## src/rtl/collector_pkg.sv

```systemverilog
// Shared types, default geometry and element addressing for the result collector.
// Matrix element (r,c) lives at bit offset (r*LANES+c)*DATA_W of the flat matrix bus.
package collector_pkg;

  typedef enum logic {
    COLLECT = 1'b0,
    HOLD    = 1'b1
  } state_t;

  localparam int unsigned DATA_W_DFLT = 32;
  localparam int unsigned LANES_DFLT  = 4;
  localparam int unsigned BEAT_W      = $clog2(LANES_DFLT);
  localparam int unsigned MAT_W       = LANES_DFLT * LANES_DFLT * DATA_W_DFLT;

  function automatic int unsigned elem_lsb(input int unsigned r,
                                           input int unsigned c,
                                           input int unsigned lanes,
                                           input int unsigned data_w);
    return (r * lanes + c) * data_w;
  endfunction

endpackage

```

## src/rtl/collector_bank.sv

```systemverilog
// LANES x LANES element store; one beat writes a full row (or a column when
// RESULT_COLLECTOR_TRANSPOSE_EN is defined). Contents persist until overwritten.
module collector_bank
  import collector_pkg::*;
#(
  parameter int unsigned DATA_W = DATA_W_DFLT,
  parameter int unsigned LANES  = LANES_DFLT
) (
  input  logic                            clk,
  input  logic                            rst_n,
  input  logic                            wr_en,
  input  logic [$clog2(LANES)-1:0]        wr_idx,
  input  logic [LANES*DATA_W-1:0]         wr_data,
  output logic [LANES*LANES*DATA_W-1:0]   rd_data
);

  logic [LANES*LANES*DATA_W-1:0] mat_q;
  logic [LANES-1:0]              sel;

  always_comb begin
    sel = '0;
    if (wr_en) sel[wr_idx] = 1'b1;
  end

  // sel picks the row (or column) receiving this beat; lane k lands in slot k of it.
  always_ff @(posedge clk or negedge rst_n) begin
    if (!rst_n) begin
      mat_q <= '0;
    end else begin
      for (int unsigned i = 0; i < LANES; i++) begin
        if (sel[i]) begin
          for (int unsigned k = 0; k < LANES; k++) begin
`ifdef RESULT_COLLECTOR_TRANSPOSE_EN
            mat_q[elem_lsb(k, i, LANES, DATA_W) +: DATA_W] <= wr_data[k*DATA_W +: DATA_W];
`else
            mat_q[elem_lsb(i, k, LANES, DATA_W) +: DATA_W] <= wr_data[k*DATA_W +: DATA_W];
`endif
          end
        end
      end
    end
  end

  assign rd_data = mat_q;

endmodule

```

## src/rtl/result_collector.sv

```systemverilog
// Collects LANES beats from the dispatcher into a square matrix and offers it on a
// valid/ready port; beats arriving while a matrix is held are dropped and flagged in ovf.
// Optional build macro: RESULT_COLLECTOR_TRANSPOSE_EN (beats fill columns instead of rows).
module result_collector
  import collector_pkg::*;
#(
  parameter int unsigned DATA_W = DATA_W_DFLT,
  parameter int unsigned LANES  = LANES_DFLT
) (
  input  logic                            clk,
  input  logic                            rst_n,
  input  logic                            flush,
  input  logic                            in_valid,
  input  logic [DATA_W-1:0]               d1,
  input  logic [DATA_W-1:0]               d2,
  input  logic [DATA_W-1:0]               d3,
  input  logic [DATA_W-1:0]               d4,
  output logic                            in_ready,
  output logic                            m_valid,
  input  logic                            m_ready,
  output logic [LANES*LANES*DATA_W-1:0]   m_out,
  output logic [$clog2(LANES)-1:0]        beat_idx,
  output logic                            ovf
);

  localparam int unsigned BW = $clog2(LANES);
  localparam logic [BW-1:0] LAST_BEAT = BW'(LANES - 1);

  state_t            state_q, state_d;
  logic [BW-1:0]     beat_q, beat_d;
  logic              ovf_q, ovf_d;
  logic              wr_en;
  logic [LANES*DATA_W-1:0] lane_data;

  assign lane_data = {d4, d3, d2, d1};

  always_ff @(posedge clk or negedge rst_n) begin
    if (!rst_n) begin
      state_q <= COLLECT;
      beat_q  <= '0;
      ovf_q   <= 1'b0;
    end else begin
      state_q <= state_d;
      beat_q  <= beat_d;
      ovf_q   <= ovf_d;
    end
  end

  // Flush overrides everything, including a beat presented in the same cycle.
  always_comb begin
    state_d = state_q;
    beat_d  = beat_q;
    ovf_d   = ovf_q;
    wr_en   = 1'b0;
    if (flush) begin
      state_d = COLLECT;
      beat_d  = '0;
      ovf_d   = 1'b0;
    end else begin
      unique case (state_q)
        COLLECT: begin
          if (in_valid) begin
            wr_en = 1'b1;
            if (beat_q == LAST_BEAT) begin
              beat_d  = '0;
              state_d = HOLD;
            end else begin
              beat_d = beat_q + BW'(1);
            end
          end
        end
        HOLD: begin
          if (in_valid) ovf_d = 1'b1;
          if (m_ready)  state_d = COLLECT;
        end
        default: state_d = COLLECT;
      endcase
    end
  end

  collector_bank #(
    .DATA_W (DATA_W),
    .LANES  (LANES)
  ) u_bank (
    .clk     (clk),
    .rst_n   (rst_n),
    .wr_en   (wr_en),
    .wr_idx  (beat_q),
    .wr_data (lane_data),
    .rd_data (m_out)
  );

  assign in_ready = (state_q == COLLECT);
  assign m_valid  = (state_q == HOLD);
  assign beat_idx = beat_q;
  assign ovf      = ovf_q;

endmodule

```

## config.mk

```make
export PLATFORM = sky130hd
export DESIGN_NAME = result_collector
export DESIGN_NICKNAME = d
export VERILOG_FILES = /design/src/rtl/collector_pkg.sv /design/src/rtl/collector_bank.sv /design/src/rtl/result_collector.sv
export SDC_FILE = /design/constraint.sdc
export NUM_CORES = 1
export LEC_CHECK = 0
export BUFFER_PORTS_ARGS = -buffer_cell sky130_fd_sc_hd__buf_2
export CAP_MARGIN = 40
export CORE_AREA = 2 2 253 255
export DETAILED_ROUTE_END_ITERATION = 10
export DIE_AREA = 0 0 255 257
export REMOVE_ABC_BUFFERS = 1
export SYNTH_ARGS = -nofsm -noshare
export SYNTH_HDL_FRONTEND = slang
export SYNTH_SLANG_ARGS = --single-unit
```

## constraint.sdc

```tcl
create_clock -name clk -period 4.8 [get_ports clk]
set_clock_uncertainty 0.05 [all_clocks]
set_input_delay 0.72 -clock clk [delete_from_list [all_inputs] [get_ports clk]]
set_output_delay 0.72 -clock clk [all_outputs]
set_load 0.02 [all_outputs]
```

==> results of run 1 <==
-- cell type report --
cell class | instances | area (sq um)
timing repair buffer | 672 | 3560
clock buffer | 76 | 1590
fill | 5824 | 37300
clock inverter | 20 | 292
sequential | 516 | 12900
multi-input combinational | 532 | 6050
inverter | 3 | 11.3
tap | 846 | 1060
antenna | 1 | 2.50
-- path summary, 6_finish.rpt --
path                       slack, ns              start             endpoint
min                             0.18              rst_n  u_bank.rd_data[402]
max                             2.29            m_valid  u_bank.rd_data[105]
max reg2reg                     2.29            m_valid  u_bank.rd_data[105]
min in group clk                0.32              flush              m_valid
max in group asynchronous       3.31              rst_n  u_bank.rd_data[288]
min reg2reg                     0.43  u_bank.rd_data[5]    u_bank.rd_data[5]
-- cells in the mapped netlist, drive strengths merged --
cell type	number	area share, %
dfrtp	516	65
buf	56	3.8
nor2b	2	0.063
a31oi	1	0.032
mux2	512	30
ha	4	0.25
mux2i	2	0.10
nor3b	1	0.063
a21oi	1	0.025
nor2	5	0.095
inv	3	0.057
and2	4	0.15
-- critical path, stage by stage, from the launching register on --
cell	delay, ns
dfrtp_1	0.44
nor3b_2	0.33
and2_4	0.73
buf_4	0.42
mux2_2	0.38
-- metal layers --
metal	part of all wire (%)	GRT usage, %
met3	6.9	4.46
met1	40	18.5
met2	50	27.4
met4	3.1	5.30
met5	0	0
-- per-stage QoR --
stage               setup slack, ns  util, %  cells  hold slack [ns]  power [mW]
floorplan                      1.51        -   1051            0.374        8.94
global placement               1.96     37.6   2568            0.415        10.8
detailed placement             1.88     37.6   2569            0.424        10.9
CTS                            2.25     40.6   2665            0.168        15.4
global route                   2.15     40.6   2666            0.218        15.9
finish                         2.29     40.6   2666            0.180        15.2
-- layout by cell type (no fill, tap or decap) --
cell	Yosys	layout
buf_12	0	10
mux2_2	472	472
a31oi_1	1	1
dfrtp_1	516	516
mux2_1	7	7
buf_4	0	13
buf_2	0	648
ha_1	4	4
clkbuf_8	0	9
clkinvlp_4	0	5
bufinv_16	0	7
nor2_1	5	5
mux2i_1	2	2
and2_4	0	4
nor3b_2	1	1
clkinv_4	0	1
clkbuf_16	0	57
clkbuf_1	0	10
nor2b_1	2	2
a21oi_1	1	1
diode_2	0	1
buf_8	33	1
mux2_4	33	33
inv_1	3	3
clkinv_2	0	7
-- sequential cells by signal, summed over array words and instances (netlist names) --
name and count:
beat_idx 2, m_valid 1, ovf 1, u_bank.rd_data 512
-- where the power goes --
part,internal [mW],switching [mW]
clock network,2.67,1.69
logic,1.83,2.80
registers,5.57,0.612
-- cell families after synthesis --
kind of cell               after synthesis  synth area share, %
and+or+nand+nor                         12                0.374
adders and majority gates                4                0.254
DFF                                    516                 65.5
muxes                                  514                 30.0
buffers and inverters                   59                 3.88
AOI/OAI and AO/OA                        2               0.0571
==> summary.txt, run 1 <==
==================================================================================================
CTS tree ............................................................................         done
Die Y ...............................................................................       257 um
CTS buffer count ....................................................................           55
Routed Wire Length ..................................................................     52800 um
Routability congestion estimate .....................................................        0.821
# DRC ...............................................................................            0
Number of failing hold endpoints at the final stage .................................            0
Detail-routed via count per cell ....................................................         4.46
Critical path required time .........................................................      5.21 ns
Antenna-violating nets left .........................................................            0
Latest clock arrival within the worst-skew pair .....................................      0.58 ns
Resize count post-CTS ...............................................................            0
Final clock period utilization by the worst path ....................................        52.3%
Max rail drop VDD ...................................................................       326 uV
Initial core utilization ............................................................        31.4%
Static power due to leakage .........................................................      12.7 nW
Row count ...........................................................................           92
Number of hold buffers added after cts ..............................................            0
Global-route wire length before repair ..............................................     80300 um
Startpoint-to-endpoint class of the critical path ...................................      reg2reg
Total standard cell area after synthesis ............................................  19700 sq um
Sum of overflow across all layers after global routing ..............................            0
H-tree levels .......................................................................            2
Area inside the core boundary .......................................................  62700 sq um
Worst relative slew slack ...........................................................        38.8%
Final slew viol count ...............................................................            0
Clk buf depth .......................................................................            3
Class of the tightest hold or removal check .........................................     in2async
Largest net degree at the start of global routing ...................................          126
Fraction of layout cells with a size suffix above 1 .................................        69.7%
IO Port Bufs ........................................................................          649
Max Freq ............................................................................      398 MHz
Global-route total usage across every layer .........................................        15.7%
Syn Area/Cell .......................................................................   17.8 sq um
Cell area after placement ...........................................................  23600 sq um
Post-CTS Setup Repair Bufs ..........................................................            0
Antenna violations before repair ....................................................            1
Worst Tran Pin Value ................................................................     0.918 ns
Clock net sink count ................................................................          516
Number of iterations in the first detailed-routing pass .............................            6
Maximum fanout encountered on the critical timing path ..............................           47
Die width ...........................................................................       255 um
Register area share after synthesis .................................................        65.5%
Number of warning messages in the yosys log .........................................            0
Number of vias in the routed layout .................................................        11900
Vias in the first global route ......................................................        12900
Startpoint type of the worst setup path .............................................     register
Clock period minus worst slack ......................................................      2.51 ns
Total power density per cell area ...................................................  596 nW/um^2
Data arrival time of the critical path ..............................................      2.92 ns
Final setup viols ...................................................................            0
Unrepaired setup endpoints after global routing .....................................           no
Number of distinct library cells after synthesis ....................................           15
Area growth syn-to-layout ...........................................................        29.1%
Flop and latch count out of synthesis ...............................................          516
Setup_tns ...........................................................................         0 ns
Final-stage net count ...............................................................         1917
Outcome ............................................................................. finished clean
Starting DRC count in detailed routing ..............................................          472
HPWL Detailed .......................................................................     37300 um
Top Ports ...........................................................................          650
Category of the worst setup path capture point ......................................     register
Clock Tree Root .....................................................................    clkbuf_16
Max-cap violations ..................................................................            0
Reg2Reg Depth .......................................................................            4
Post-route design area ..............................................................  25500 sq um
Die ar. .............................................................................  65500 sq um
Clock transition time at the flip-flop clock pins of the worst setup and hold paths .      0.06 ns
Detail-routed net length per standard cell ..........................................      19.8 um
Post-Synthesis Cells ................................................................         1107
==================================================================================================
(Power assumes the default switching activity.)
==> inputs of run 2 (changes only) <==
- clock period: 4.8 -> 2.4 ns (I/O delays scaled with it)
==> run 2 against run 1 <==
Count of clock-buffer cells in the layout increased by 7; wire length increased by 3.7%; critical endpoint is now u_bank.rd_data[48]; via count increased by 6.3%; worst setup slack got worse by 1.9 ns; global-route usage increased by 0.65 points; sequential power increased by 100%; final area increased by 6.8%; die area unchanged; total power increased by 100%.
==> summary.txt, run 2 (synthesized netlist as in run 1, its figures left out) <==
==================================================================================================
Outcome ............................................................................. finished clean
Clock share of power ................................................................        28.8%   about the same
Max Freq ............................................................................      498 MHz   +25%
Post-CTS Setup Repair Bufs ..........................................................            0   unchanged
Leading cell types in the layout, fill and taps excluded ............................ buf_2 (648), dfrtp_1 (516), mux2_2 (472)
Final clock period utilization by the worst path ....................................        83.6%   +31 points
Number of iterations in the first detailed-routing pass .............................            4   -2
Antenna-violating nets left .........................................................            0   unchanged
Clock Tree Root .....................................................................    clkbuf_16
Final-stage net count ...............................................................         2069   +7.9%
Critical path required time .........................................................      2.82 ns   -2.39 ns
Die Y ...............................................................................       257 um   unchanged
Max reg flops .......................................................................          512   unchanged
Worst relative slew slack ...........................................................        60.0%   +21 points
Data arrival time of the critical path ..............................................      2.43 ns   -0.49 ns
Slowest-stage cell, CP ..............................................................      dfrtp_1
Number of placed cells counting well taps ...........................................         2606   +1.4%
Worst Tran Pin Value ................................................................     0.600 ns   -0.318 ns
Cell type with the highest occurrence count on the critical path ....................       buf_12
Total power density per cell area ................................................... 1130 nW/um^2   +90%
# DRC ...............................................................................            0   unchanged
HPWL Detailed .......................................................................     39900 um   +7.1%
Maximum fanout encountered on the critical timing path ..............................           21   -55%
Static power due to leakage .........................................................      13.5 nW   +6.2%
Internal power consumption ..........................................................      20.4 mW   +100%
Startpoint-to-endpoint class of the critical path ...................................      reg2reg
Unrepaired setup endpoints after global routing .....................................           no
Final setup viols ...................................................................            0   unchanged
Latest clock arrival within the worst-skew pair .....................................      0.59 ns   about the same
Initial core utilization ............................................................        31.4%   unchanged
Vias in the first global route ......................................................        13900   +8.1%
H-tree levels .......................................................................            2   unchanged
CP cell instances ................................................................... nor3b_2, and2_4, buf_12, buf_12, mux2_2
Antenna violations before repair ....................................................            0   -1
Clock period minus worst slack ......................................................      2.01 ns   -0.503 ns
Max-cap violations ..................................................................            0   unchanged
Proportion of power drawn by combinational gates ....................................        31.0%   +0.5 points
Category of the worst setup path capture point ......................................     register
Area growth syn-to-layout ...........................................................        37.9%
Die ar. .............................................................................  65500 sq um   unchanged
Delay of the slowest cell on the worst path .........................................      0.44 ns   -0.29 ns
Number of failing hold endpoints at the final stage .................................            0   unchanged
Count of placed standard cells in the final layout, fillers left out ................         2825   +6.0%
Global-route wire length before repair ..............................................     84200 um   +4.8%
Max rail drop VDD ...................................................................       596 uV   +83%
Portion of total power attributed to sequential cells ...............................        40.3%   -0.5 points
Clk buf depth .......................................................................            3   unchanged
Clock transition time at the flip-flop clock pins of the worst setup and hold paths .      0.06 ns   about the same
Global-route total usage across every layer .........................................        16.4%   +0.65 points
Most common library cell in the layout ignoring fill and taps .......................        buf_2
CTS buffer count ....................................................................           55   unchanged
Class of the tightest hold or removal check .........................................       in2reg
Routed Wire Length ..................................................................     54700 um   +3.7%
Fraction of layout cells with a size suffix above 1 .................................        66.4%   -3.3 points
Row count ...........................................................................           92   unchanged
Sum of overflow across all layers after global routing ..............................            0   unchanged
Clock net sink count ................................................................          516   unchanged
Die width ...........................................................................       255 um   unchanged
Detail-routed net length per standard cell ..........................................      19.4 um   -2.2%
Top Ports ...........................................................................          650   unchanged
Sw Ratio ............................................................................        33.8%   +0.19 points
Largest net degree at the start of global routing ...................................           66   -48%
Resize count post-CTS ...............................................................            0   unchanged
Number of vias in the routed layout .................................................        12600   +6.3%
Reported net switching power ........................................................      10.4 mW   +100%
Routability congestion estimate .....................................................        0.803   -2.1%
Starting DRC count in detailed routing ..............................................          509   +7.8%
Final slew viol count ...............................................................            0   unchanged
Worst hold-check slack ..............................................................    0.0364 ns   -0.144 ns
Startpoint type of the worst setup path .............................................     register
IO Port Bufs ........................................................................          649   unchanged
CTS tree ............................................................................         done
Detail-routed via count per cell ....................................................         4.48   +0.32%
Utilization after layout ............................................................        43.4%   +2.8 points
Area inside the core boundary .......................................................  62700 sq um   unchanged
==================================================================================================
[run 2: cell types whose count changed in the layout (fill, tap and decap cells not counted), moves of 2 or more]
| cell | previous run | this run |
|---|---|---|
| clkinvlp_4 | 5 | 2 |
| bufinv_16 | 7 | 5 |
| clkinv_2 | 7 | 9 |
| buf_4 | 13 | 30 |
| clkbuf_8 | 9 | 18 |
| buf_12 | 10 | 30 |
| dlygate4sd3_1 | 0 | 115 |
[run 2: stage by stage]
stage,total power [mW],area [sq um],worst slack [ns],TNS (ns)
4_1_cts,31.2,27200,0.392,0
2_1_floorplan,17.9,19000,-0.702,-310.97
3_3_place_gp,21.8,24100,0.422,0
5_1_grt,32.3,27200,0.315,0
6_report,30.8,27200,0.393,0
3_5_place_dp,22.0,24100,0.355,0
[run 2: power groups by stage]
stage	clock, mW	combinational [mW]	sequential (mW)
2_1_floorplan	0	2.36	15.5
3_3_place_gp	0	9.34	12.4
3_5_place_dp	0	9.49	12.5
4_1_cts	9.11	9.65	12.4
5_1_grt	9.48	10.1	12.7
6_report	8.86	9.53	12.4
[run 2: routing by layer]
layer | track usage (%) | vias to the layer above | wire length [um]
met2 | 27.9 | 433 | 27200
met1 | 19.2 | 6503 | 21400
met4 | 6.81 | 0 | 2230
met3 | 4.84 | 128 | 3830
met5 | 0 | - | 0
li1 | - | 5582 | -
[run 2: what timing repair did]
item / in CTS / in global routing
hold buffers: 115 / 0
endpoints found under the setup margin: 0 / 0
endpoints found under the hold margin: 475 / 0
[run 2: worst paths after layout]
| check | slack [ns] | depth (start not counted) | from | endpoint |
|---|---|---|---|---|
| min in group asynchronous | 0.29 | 2 | rst_n | u_bank.rd_data[45] |
| worst max-delay path | 0.39 | 5 | m_valid | u_bank.rd_data[48] |
| worst min-delay path | 0.04 | 2 | d4[8] | u_bank.rd_data[104] |
| worst min register to register | 0.43 | 1 | u_bank.rd_data[125] | u_bank.rd_data[125] |
| max in group asynchronous | 1.16 | 4 | rst_n | u_bank.rd_data[3] |
| worst max register to register | 0.39 | 5 | m_valid | u_bank.rd_data[48] |
[run 2: cell type report]
| cell class | instances | area [sq um] |
|---|---|---|
| Tap cell | 846 | 1060 |
| Clock inverter | 19 | 244 |
| Sequential cell | 516 | 12900 |
| Fill cell | 5736 | 35500 |
| Antenna cell | 2 | 5.00 |
| Inverter | 3 | 11.3 |
| Multi-Input combinational cell | 532 | 6050 |
| Clock buffer | 83 | 1680 |
| Timing Repair Buffer | 824 | 5240 |
[run 2: critical path, delay by kind of cell, from the launching register on]
family,cells,cell delay [ns]
simple gates,2,0.61
flops,1,0.44
buf+inv,2,0.38
mux,1,0.35
